File: src/rtl/mlp_pkg.sv
// Shared definitions for the MLP inference sequencer: command encodings,
// sequencer state encoding, default network dimensions and a width helper.
package mlp_pkg;

  localparam int unsigned MLP_N_IN  = 784;
  localparam int unsigned MLP_N_OUT = 10;
  localparam int unsigned MLP_N_HID = 64;

  typedef enum logic [1:0] {
    OP_LOAD_W   = 2'd0,
    OP_LOAD_LUT = 2'd1,
    OP_RUN      = 2'd2,
    OP_NOP      = 2'd3
  } cmd_op_e;

  typedef enum logic [3:0] {
    IDLE,
    LOAD_W1,
    LOAD_W2,
    LOAD_LUT,
    RUN_CLR,
    RUN_SWEEP,
    RUN_DRAIN,
    RUN_CAP,
    RUN_DONE
  } seq_state_e;

  // Counter width for a 0..bound-1 range, never narrower than one bit.
  function automatic int unsigned cnt_w(input int unsigned bound);
    return (bound > 1) ? $clog2(bound) : 1;
  endfunction

endpackage

File: src/rtl/mlp_seq_delay.sv
// Valid-bit delay line between the hidden sweep and the layer-2 accumulator.
// pending is set while a valid is still queued behind the output stage.
module mlp_seq_delay
  import mlp_pkg::*;
#(
  parameter int unsigned PIPE_LAT = 4
) (
  input  logic clk,
  input  logic reset,
  input  logic in_valid,
  output logic out_valid,
  output logic pending
);

  logic [PIPE_LAT-1:0] sr_q, sr_d;

  always_comb begin
    sr_d    = sr_q;
    sr_d[0] = in_valid;
    for (int unsigned b = 1; b < PIPE_LAT; b++) begin
      sr_d[b] = sr_q[b-1];
    end
    pending = in_valid;
    for (int unsigned b = 0; b + 1 < PIPE_LAT; b++) begin
      pending = pending | sr_q[b];
    end
  end

  always_ff @(posedge clk) begin
    if (reset) begin
      sr_q <= '0;
    end else begin
      sr_q <= sr_d;
    end
  end

  assign out_valid = sr_q[PIPE_LAT-1];

endmodule

File: src/rtl/mlp_sequencer.sv
// Command sequencer for the two-layer MLP: weight/LUT loading and inference runs.
// Optional MLP_SEQ_PERF_EN adds the run_cycles saturating run-length counter.
module mlp_sequencer
  import mlp_pkg::*;
#(
  parameter int unsigned N_IN      = MLP_N_IN,
  parameter int unsigned N_OUT     = MLP_N_OUT,
  parameter int unsigned N_HID     = MLP_N_HID,
  parameter int unsigned ADDR_W    = 18,
  parameter int unsigned LUT_DEPTH = 1024,
  parameter int unsigned PIPE_LAT  = 4
) (
  input  logic                  clk,
  input  logic                  reset,
  input  logic                  cmd_valid,
  output logic                  cmd_ready,
  input  logic [1:0]            cmd_op,
  input  logic                  s_valid,
  output logic                  s_ready,
  input  logic [15:0]           s_data,
  output logic [1:0]            ram_en,
  output logic [N_IN+N_OUT-1:0] ram_we,
  output logic                  lut_we,
  output logic [ADDR_W-1:0]     addr,
  output logic [15:0]           wdata,
  output logic                  dp_reset,
  output logic                  l2_acc_en,
  output logic                  capture,
  output logic                  busy,
`ifdef MLP_SEQ_PERF_EN
  output logic [31:0]           run_cycles,
`endif
  output logic                  done
);

  localparam int unsigned WE_W = N_IN + N_OUT;
  localparam int unsigned HW   = cnt_w(N_HID);
  localparam int unsigned IW   = cnt_w(N_IN);
  localparam int unsigned OW   = cnt_w(N_OUT);
  localparam int unsigned KW   = cnt_w(LUT_DEPTH);
  localparam int unsigned XW   = cnt_w(WE_W);

  seq_state_e        state_q, state_d;
  logic [HW-1:0]     h_q, h_d;
  logic [IW-1:0]     i_q, i_d;
  logic [OW-1:0]     o_q, o_d;
  logic [KW-1:0]     k_q, k_d;
  logic [WE_W-1:0]   ram_we_q, ram_we_d;
  logic              lut_we_q, lut_we_d;
  logic [1:0]        ld_en_q, ld_en_d;
  logic [ADDR_W-1:0] addr_q, addr_d;
  logic [15:0]       wdata_q, wdata_d;
  logic [XW-1:0]     we_idx;
  logic              s_hs;
  logic              sweep;
  logic              pipe_pending;

  assign cmd_ready = (state_q == IDLE);
  assign busy      = (state_q != IDLE);
  assign s_ready   = (state_q == LOAD_W1) || (state_q == LOAD_W2) || (state_q == LOAD_LUT);
  assign sweep     = (state_q == RUN_SWEEP);
  assign dp_reset  = (state_q == RUN_CLR);
  assign capture   = (state_q == RUN_CAP);
  assign done      = (state_q == RUN_DONE);
  assign s_hs      = s_valid && s_ready;

  always_comb begin
    state_d  = state_q;
    h_d      = h_q;
    i_d      = i_q;
    o_d      = o_q;
    k_d      = k_q;
    ram_we_d = '0;
    lut_we_d = 1'b0;
    ld_en_d  = 2'b00;
    addr_d   = addr_q;
    wdata_d  = s_hs ? s_data : wdata_q;
    we_idx   = '0;
    case (state_q)
      IDLE: begin
        h_d = '0;
        i_d = '0;
        o_d = '0;
        k_d = '0;
        if (cmd_valid) begin
          case (cmd_op_e'(cmd_op))
            OP_LOAD_W:   state_d = LOAD_W1;
            OP_LOAD_LUT: state_d = LOAD_LUT;
            OP_RUN:      state_d = RUN_CLR;
            default:     state_d = IDLE;
          endcase
        end
      end
      LOAD_W1: if (s_hs) begin
        we_idx           = XW'(i_q);
        ram_we_d[we_idx] = 1'b1;
        ld_en_d          = 2'b01;
        addr_d           = ADDR_W'(h_q);
        if (i_q == IW'(N_IN - 1)) begin
          i_d = '0;
          if (h_q == HW'(N_HID - 1)) begin
            h_d     = '0;
            state_d = LOAD_W2;
          end else begin
            h_d = h_q + 1'b1;
          end
        end else begin
          i_d = i_q + 1'b1;
        end
      end
      LOAD_W2: if (s_hs) begin
        we_idx           = XW'(N_IN) + XW'(o_q);
        ram_we_d[we_idx] = 1'b1;
        ld_en_d          = 2'b10;
        addr_d           = ADDR_W'(h_q);
        if (h_q == HW'(N_HID - 1)) begin
          h_d = '0;
          if (o_q == OW'(N_OUT - 1)) begin
            o_d     = '0;
            state_d = IDLE;
          end else begin
            o_d = o_q + 1'b1;
          end
        end else begin
          h_d = h_q + 1'b1;
        end
      end
      LOAD_LUT: if (s_hs) begin
        lut_we_d = 1'b1;
        addr_d   = ADDR_W'(k_q);
        if (k_q == KW'(LUT_DEPTH - 1)) begin
          k_d     = '0;
          state_d = IDLE;
        end else begin
          k_d = k_q + 1'b1;
        end
      end
      RUN_CLR: state_d = RUN_SWEEP;
      RUN_SWEEP: begin
        if (h_q == HW'(N_HID - 1)) begin
          h_d     = '0;
          state_d = RUN_DRAIN;
        end else begin
          h_d = h_q + 1'b1;
        end
      end
      // Leave once nothing remains behind the delay-line output stage.
      RUN_DRAIN: if (!pipe_pending) state_d = RUN_CAP;
      RUN_CAP:   state_d = RUN_DONE;
      RUN_DONE:  state_d = IDLE;
      default:   state_d = IDLE;
    endcase
  end

  always_ff @(posedge clk) begin
    if (reset) begin
      state_q  <= IDLE;
      h_q      <= '0;
      i_q      <= '0;
      o_q      <= '0;
      k_q      <= '0;
      ram_we_q <= '0;
      lut_we_q <= 1'b0;
      ld_en_q  <= 2'b00;
      addr_q   <= '0;
      wdata_q  <= '0;
    end else begin
      state_q  <= state_d;
      h_q      <= h_d;
      i_q      <= i_d;
      o_q      <= o_d;
      k_q      <= k_d;
      ram_we_q <= ram_we_d;
      lut_we_q <= lut_we_d;
      ld_en_q  <= ld_en_d;
      addr_q   <= addr_d;
      wdata_q  <= wdata_d;
    end
  end

  mlp_seq_delay #(
    .PIPE_LAT (PIPE_LAT)
  ) u_delay (
    .clk       (clk),
    .reset     (reset),
    .in_valid  (sweep),
    .out_valid (l2_acc_en),
    .pending   (pipe_pending)
  );

  // Sweep drives the RAM read address directly; load writes use the registered path.
  assign ram_en = sweep ? 2'b11 : ld_en_q;
  assign addr   = sweep ? ADDR_W'(h_q) : addr_q;
  assign ram_we = ram_we_q;
  assign lut_we = lut_we_q;
  assign wdata  = wdata_q;

`ifdef MLP_SEQ_PERF_EN
  logic [31:0] run_cycles_q, run_cycles_d;
  logic        in_run;

  always_comb begin
    in_run       = (state_q == RUN_CLR) || (state_q == RUN_SWEEP) || (state_q == RUN_DRAIN) ||
                   (state_q == RUN_CAP) || (state_q == RUN_DONE);
    run_cycles_d = run_cycles_q;
    if ((state_q == IDLE) && cmd_valid && (cmd_op == OP_RUN)) begin
      run_cycles_d = '0;
    end else if (in_run && (run_cycles_q != '1)) begin
      run_cycles_d = run_cycles_q + 32'd1;
    end
  end

  always_ff @(posedge clk) begin
    if (reset) begin
      run_cycles_q <= '0;
    end else begin
      run_cycles_q <= run_cycles_d;
    end
  end

  assign run_cycles = run_cycles_q;
`endif

endmodule

File: config.mk
export PLATFORM = sky130hd
export DESIGN_NAME = mlp_sequencer
export DESIGN_NICKNAME = d
export VERILOG_FILES = /design/src/rtl/mlp_pkg.sv /design/src/rtl/mlp_seq_delay.sv /design/src/rtl/mlp_sequencer.sv
export SDC_FILE = /design/constraint.sdc
export NUM_CORES = 1
export LEC_CHECK = 0
export CAP_MARGIN = 0
export CORE_AREA = 2 2 333 335
export DETAILED_ROUTE_END_ITERATION = 8
export DIE_AREA = 0 0 335 337
export SLEW_MARGIN = 5
export SYNTH_ARGS = -nofsm -noshare
export SYNTH_HDL_FRONTEND = slang
export SYNTH_HIERARCHICAL = 1
export SYNTH_SLANG_ARGS = --single-unit
File: constraint.sdc
create_clock -name clk -period 2.47 [get_ports clk]
set_input_delay 0.494 -clock clk [delete_from_list [all_inputs] [get_ports clk]]
set_output_delay 0.494 -clock clk [all_outputs]
set_load 0.005 [all_outputs]
==> run summary, run 1 <==
Post-synth ARST share: 0%
Final Cycle Share: 98.6%
Max Freq: 411 MHz
I/O Pins: 860
Number of synthesized register bits: 861
Post-DP HPWL: 69700 µm
Synthesized cell area: 23400 µm²
Clock network fraction of total power: 45.4%
Core area: 110000 µm²
CTS H-tree lvls: 3
Final Hold Viols: 0
Pwr Density: 795 nW/µm²
Fin. max-slew vios: 0
Post-synthesis sequential area ratio: 73.6%
First-pass GRT wire length: 135000 µm
Buffers and inverters on the worst path: 4
Crit-path most repeated cell: buf_4
CTS tree: yes
Vias in the first global route: 18100
Final setup margin: 0.0344 ns
Int Power: 0.0230 W
Reg power frac: 46.9%
Skew-Pair Late Insertion Delay: 0.66 ns
Critical Path Max Stage Delay: 0.35 ns
Pre-CTS setup slack: -0.0517 ns
Util after Layout: 34.6%
Initial antenna violation count: 6
Vias per std cell: 3.97
Final count of negative-setup-slack endpoints: 0
Status: finished, final reports clean
Clock root buffer: clkbuf_16
Hold depth: 3
P_sw: 0.00712 W
Die Height: 337 µm
Hold Path End: wdata[0]
Yosys warning total: 6
Fill cells: 10900
Minimum clock period: 2.44 ns
GRT Residual Overflow: 0
Worst-path maximum fanout: 7
Final wirelength: 99500 µm
Layout Skew: 0.0228 ns
Slowest-stage cell, CP: dfxtp_2
Detailed Route Iter0 Violations: 915
Reg2reg path depth: 10
Crit path max-delay family: buffers and inverters
Largest net degree at the start of global routing: 51
Clock Sinks: 861
Final ANT Viol Nets: 0
1st-pass router iterations: 5
Synthesized area per cell: 10.4 µm²
# rows: 122
Layout cells sized above 1: 11.7%
WP data arrival: 1.94 ns
Setup CP Type: register to output port
IO Port Bufs: 851
Worst vdd ir: 0.683 mV
Post-Syn Instances: 2246
Wire per inst: 21.4 µm
Worst slew pin tran: 0.689 ns
Post-synth EDFFs: 0
Placer's final routability congestion estimate: 0.797
Clock buffer depth: 3
Combinational power share: 7.8%
Critical Path RT: 1.98 ns
GRT Overall Usage: 16.8%
Initial core utilization: 21.4%
Die Footprint: 113000 µm²
Die X: 335 µm
DRC viols: 0
Netlist cell types: 70
RSZ-0062 raised after global routing: yes
Hold_sp: s_data[0]
TritonCTS Buffers: 90
Cts hold-fix bufs: 0
Fin nets: 3185
Reg2reg end: ram_we[348]
Detailed-route via count: 18500
Max Cap Viol: 0
Area Overhead vs Synth: 61.6%
Max-Slew Margin vs Limit: 54.0%
Worst hold path type: input pin to register
Setup crit end kind: output port
Leak: 13.5 nW
Ordered list of cells on the worst path: buf_4, nand2b_4, nor2_4, buf_12, buf_4, mux2_4, clkbuf_2
Startpoint types: register
FF-to-FF setup slack: 0.18 ns
Main flop type after synthesis: dfxtp_1
Worst-path clk slew: 0.06 ns
Sw Share: 23.7%
Crit Reg-Reg Startpoint: state_q[2]
metrics by stage:
stage               instances  hold slack, ns  total power [W]  setup TNS (ns)  instance area, µm²
floorplan                2253           0.429           0.0156               0               23500
global placement         4475           0.442           0.0165         -0.0849               34700
detailed placement       4475           0.447           0.0165         -0.0517               34700
CTS                      4645           0.330           0.0304          -0.315               37900
global route             4649           0.361           0.0312         -0.0502               37900
finish                   4649           0.399           0.0301               0               37900
logic make-up (layout without fill, tap and decap cells):
group | Yosys count | count (layout) | synth area share, %
AOI/OAI and AO/OA | 83 | 83 | 2.50
xor gates and xnor gates | 18 | 18 | 0.673
adders and majority gates | 6 | 6 | 0.320
buffers and inverters | 204 | 1173 | 3.82
DFF | 861 | 861 | 73.6
muxes | 9 | 9 | 0.417
other | 1 | 9 | 0.0160
and+or+nand+nor | 1064 | 1064 | 18.7
Yosys cell counts (5+ instances only):
library cell / instances / area [µm²]
a21oi_1: 27 / 135
a22oi_1: 9 / 67.6
a311oi_1: 6 / 52.6
and2_1: 7 / 43.8
and3_1: 8 / 50.1
buf_1: 11 / 41.3
buf_2: 49 / 245
buf_4: 12 / 90.1
clkbuf_1: 115 / 432
dfxtp_1: 861 / 17200
ha_1: 6 / 75.1
inv_1: 13 / 48.8
mux2_2: 6 / 67.6
nand2_1: 104 / 390
nand2b_1: 7 / 43.8
nand3_1: 13 / 65.1
nand4_1: 15 / 93.8
nor2_1: 839 / 3150
nor2b_1: 17 / 106
nor3_1: 13 / 65.1
nor3b_1: 5 / 37.5
o21ai_0: 14 / 70.1
xor2_1: 16 / 140
layer usage:
| metal | up-vias | GRT usage [%] | wire length (µm) | part of all wire (%) |
|---|---|---|---|---|
| li1 | 8739 | - | - | - |
| met1 | 8857 | 19.2 | 39200 | 39 |
| met2 | 741 | 29.6 | 49900 | 50 |
| met3 | 140 | 5.27 | 7600 | 7.6 |
| met4 | 0 | 5.77 | 2730 | 2.7 |
| met5 | - | 0 | 0 | 0 |
timing repair:
action | CTS | global route
endpoints found under the setup margin | 18 | 13
pin swaps | 4 | 3
buffers inserted | 14 | 3
endpoints found under the hold margin | 0 | 0
gates resized for setup | 67 | 10
worst reg2reg max path, cell delays in order (launching register included):
cell and delay [ns]:
dfxtp_4 0.36, buf_8 0.12, buf_4 0.16, or2_4 0.30
nor3_1 0.20, buf_4 0.17, and2_1 0.17, buf_12 0.15
nand2_1 0.14, buf_4 0.27, nor2_1 0.18
how the worst max path moves through the flow:
stage | start | end | cells after the start
2_1_floorplan | state_q[3] | state_q[0] | 10
6_report | state_q[0] | addr[2] | 7
3_5_place_dp | s_valid | state_q[0] | 7
4_1_cts | state_q[0] | addr[2] | 7
5_1_grt | state_q[0] | addr[2] | 7
3_3_place_gp | s_valid | state_q[0] | 7
sequential cells by signal, indices dropped and copies added, names as in the netlist:
register / flops
ram_we: 794
wdata: 16
addr_q: 10
i_q: 10
k_q: 10
h_q: 6
o_q: 4
state_q: 4
u_delay/sr_q: 4
ld_en_q: 2
lut_we: 1
power groups by stage:
stage	sequential, W	combinational, W	clock, W
finish	0.0141	0.00233	0.0137
global route	0.0141	0.00253	0.0145
CTS	0.0141	0.00230	0.0140
detailed placement	0.0144	0.00207	0
global placement	0.0144	0.00206	0
floorplan	0.0144	0.00118	0
cell type report:
class                   count  area, µm²  area share (%)
multi-input cells        1188       5480            14.5
flip-flops and latches    861      17200            45.5
well taps                1426       1780            4.71
clock inverters            33        447            1.18
clock buffers             124       2550            6.73
inverters                  13       51.3           0.135
diodes                      1       2.50         0.00661
repair buffers           1003      10300            27.2
cells in the final DEF (no fill, tap or decap), types with 27 or more instances in the layout:
cell type,synthesis,final
a21oi_1,27,27
buf_12,0,55
buf_4,12,90
clkbuf_16,0,90
clkdlybuf4s50_1,0,832
dfxtp_1,861,857
nand2_1,104,71
nand2_2,1,34
nor2_1,839,835
Note: power is estimated with default switching activity, not from simulation.
==> run 2: changes to the inputs <==
SLEW_MARGIN = default   (was 5)
==> results of run 2 <==
The final DEF is identical to that of run 1; final timing and power are the same.
==> run 3: changes to the inputs <==
CORE_AREA = 2 2 331 333   (was 2 2 333 335)
DIE_AREA = 0 0 333 335   (was 0 0 335 337)
clock period = 2.97 ns   (was 2.47 ns; I/O delays follow)
==> run 3 against run 2 <==
Effect of this change:
- total power is 17% lower
- non-clock buffer count is 48 lower
- die area is 1.2% lower
- critical endpoint is now addr[5]
- worst setup slack better by 0.052 ns
- first-iteration DRC count is 18% higher
- count of clock-buffer cells in the layout is 7 higher
- via count is 1.4% lower
- flip-flop and latch count stayed put
- global-route usage is 0.44 points higher
==> run summary, run 3 (same netlist as run 1, synthesis figures left out) <==
Reg2reg end: ram_we[448] (was ram_we[348])
Fin cells: 4591 (was 4649)
Max-Slew Margin vs Limit: 43.0% (was 54.0%)
P_sw: 0.00583 W (was 0.00712 W)
First-pass GRT wire length: 137000 µm (was 135000 µm)
Critical Path RT: 2.38 ns (was 1.98 ns)
WP data arrival: 2.29 ns (was 1.94 ns)
Placer's final routability congestion estimate: 0.769 (was 0.797)
Fin. max-slew vios: 0 (unchanged)
Detailed-route via count: 18200 (was 18500)
Minimum clock period: 2.88 ns
Critical Path Start: state_q[1] (was state_q[0])
Util after Layout: 34.2% (was 34.6%)
Core area: 108000 µm² (was 110000 µm²)
Die X: 333 µm (was 335 µm)
Die Footprint: 112000 µm² (was 113000 µm²)
Ant. Diodes: 0 (was 1)
Reg power frac: 47.1% (was 46.9%)
Slowest-stage cell, CP: clkdlybuf4s50_1 (was dfxtp_2)
Final count of negative-setup-slack endpoints: 0 (unchanged)
I/O Pins: 860 (unchanged)
Clock root buffer: clkbuf_16 (unchanged)
Critical Path Sink: addr[5] (was addr[2])
Startpoint types: register (unchanged)
TritonCTS Buffers: 88 (was 90)
GRT Residual Overflow: 0 (unchanged)
Post-DP HPWL: 69100 µm (was 69700 µm)
Leak: 12.9 nW (was 13.5 nW)
Clock Sinks: 861 (unchanged)
Number of instances in the placed design: 4431 (was 4475)
Worst slew pin tran: 0.854 ns (was 0.689 ns)
Initial antenna violation count: 5 (was 6)
Max Freq: 347 MHz
Setup CP Type: register to output port (unchanged)
Vias per std cell: 3.97 (about the same)
CTS tree: yes (unchanged)
Most frequent cells in the layout: 861 x dfxtp_1, 850 x clkdlybuf4s50_1, 838 x nor2_1 (was 857 x dfxtp_1, 835 x nor2_1, 832 x clkdlybuf4s50_1)
Final Hold Viols: 0 (unchanged)
Fin nets: 3136 (was 3185)
Vias in the first global route: 18400 (was 18100)
Pwr Density: 673 nW/µm² (was 795 nW/µm²)
Layout Skew: 0.0362 ns (was 0.0228 ns)
Clock buffer depth: 3 (unchanged)
# rows: 121 (was 122)
Wire per inst: 21.7 µm (was 21.4 µm)
DRC viols: 0 (unchanged)
Largest register FFs: 794 (unchanged)
Sw Share: 23.4% (was 23.7%)
Most common cell after layout, fill and taps aside: dfxtp_1 (unchanged)
IO Port Bufs: 851 (unchanged)
Max Cap Viol: 0 (unchanged)
Initial core utilization: 21.7% (was 21.4%)
Area Overhead vs Synth: 57.9% (was 61.6%)
Largest net degree at the start of global routing: 51 (unchanged)
TNS Setup: 0 ns (unchanged)
Worst-path maximum fanout: 4 (was 7)
Ordered list of cells on the worst path: nand2b_1, nor2_2, mux2_2, clkdlybuf4s50_1 (was buf_4, nand2b_4, nor2_4, buf_12, buf_4, mux2_4, clkbuf_2)
Skew-Pair Late Insertion Delay: 0.67 ns (was 0.66 ns)
1st-pass router iterations: 5 (unchanged)
Detailed Route Iter0 Violations: 1078 (was 915)
Final wirelength: 99500 µm (about the same)
Crit Reg-Reg Startpoint: state_q[3] (was state_q[2])
RSZ-0062 raised after global routing: yes (unchanged)
Combinational power share: 6.7% (was 7.8%)
Critical Path Max Stage Delay: 0.45 ns (was 0.35 ns)
Reg2reg path depth: 7 (was 10)
GRT Overall Usage: 17.3% (was 16.8%)
Fill cells: 10800 (was 10900)
Worst hold path type: register to register (was input pin to register)
Final ANT Viol Nets: 0 (unchanged)
FF-to-FF setup slack: 0.52 ns (was 0.18 ns)
Worst vdd ir: 0.467 mV (was 0.683 mV)
Die Height: 335 µm (was 337 µm)
Clock network fraction of total power: 46.2% (was 45.4%)
Post-CTS setup buffer count: 0 (was 14)
Layout cells sized above 1: 9.57% (was 11.7%)
Worst-path clk slew: 0.06 ns (about the same)
Int Power: 0.0191 W (was 0.0230 W)
Setup crit end kind: output port (unchanged)
CTS H-tree lvls: 3 (unchanged)
Final Cycle Share: 97.1%
Status: finished, final reports clean (unchanged)
==> run 3: cell count changes in the layout (fill, tap and decap cells not counted), sizes merged, moves of 2 or more <==
cell | before | now
buf | 156 | 105
clkdlybuf4s50 | 832 | 850
dlygate4sd2 | 7 | 0
clkinvlp | 6 | 3
bufinv | 6 | 8
clkinv | 15 | 13
inv | 19 | 17
==> run 3: through the flow <==
step	setup slack [ns]	hold slack, ns	power [W]	cell area (µm²)
floorplan	0.619	0.429	0.0129	23500
global placement	0.219	0.436	0.0136	33900
detailed placement	0.142	0.447	0.0136	33900
CTS	0.00276	0.427	0.0252	37000
global route	-0.00419	0.449	0.0258	37000
finish	0.0860	0.457	0.0249	37000
==> run 3: what timing repair did <==
action,CTS,global route
setup endpoints to repair,13,9
cloned,0,1
hold buffers,0,0
pin swaps,0,1
resized for setup,3,1
==> run 3: how the worst min path moves through the flow <==
| stage | startpoint | end | slack [ns] | cells past startpoint |
|---|---|---|---|---|
| after floorplan | u_delay/sr_q[1] | u_delay/sr_q[2] | 0.43 | 1 |
| final | wdata[5] | wdata[5] | 0.46 | 2 |
| after CTS | s_data[11] | wdata[11] | 0.43 | 3 |
| after global routing | s_data[11] | wdata[11] | 0.45 | 3 |
| after detailed placement | wdata[5] | wdata[5] | 0.45 | 2 |
| after global placement | u_delay/sr_q[1] | u_delay/sr_q[2] | 0.44 | 1 |
==> run 3: per-layer routing <==
layer | up-vias | GRT usage, % | routed length (µm)
met1 | 8681 | 20.1 | 40500
met4 | 4 | 6.53 | 3070
met2 | 743 | 29.9 | 48900
met3 | 147 | 4.96 | 6990
li1 | 8642 | - | -
met5 | - | 0 | 27
==> run 3: area by class of cell <==
| cell class | instances | area [µm²] | share of cell area [%] |
|---|---|---|---|
| Clock buffer | 131 | 2560 | 6.93 |
| Clock inverter | 28 | 489 | 1.32 |
| Tap cell | 1414 | 1770 | 4.78 |
| Multi-Input combinational cell | 1189 | 5430 | 14.7 |
| Timing Repair Buffer | 955 | 9470 | 25.6 |
| Sequential cell | 861 | 17200 | 46.6 |
| Inverter | 13 | 48.8 | 0.132 |
==> run 3: power by group through the flow <==
stage | Combinational, W | Clock (W) | Sequential (W)
final | 0.00167 | 0.0115 | 0.0117
after global routing | 0.00181 | 0.0123 | 0.0117
after global placement | 0.00165 | 0 | 0.0120
after detailed placement | 0.00166 | 0 | 0.0120
after CTS | 0.00168 | 0.0118 | 0.0117
after floorplan | 0.000985 | 0 | 0.0120
==> run 3: critical path, delay by kind of cell, from the launching register on <==
family	cells	cell delay, ns
multiplexers	1	0.37
flip-flops	1	0.31
AND/OR/NAND/NOR	2	0.51
buffers and inverters	1	0.45
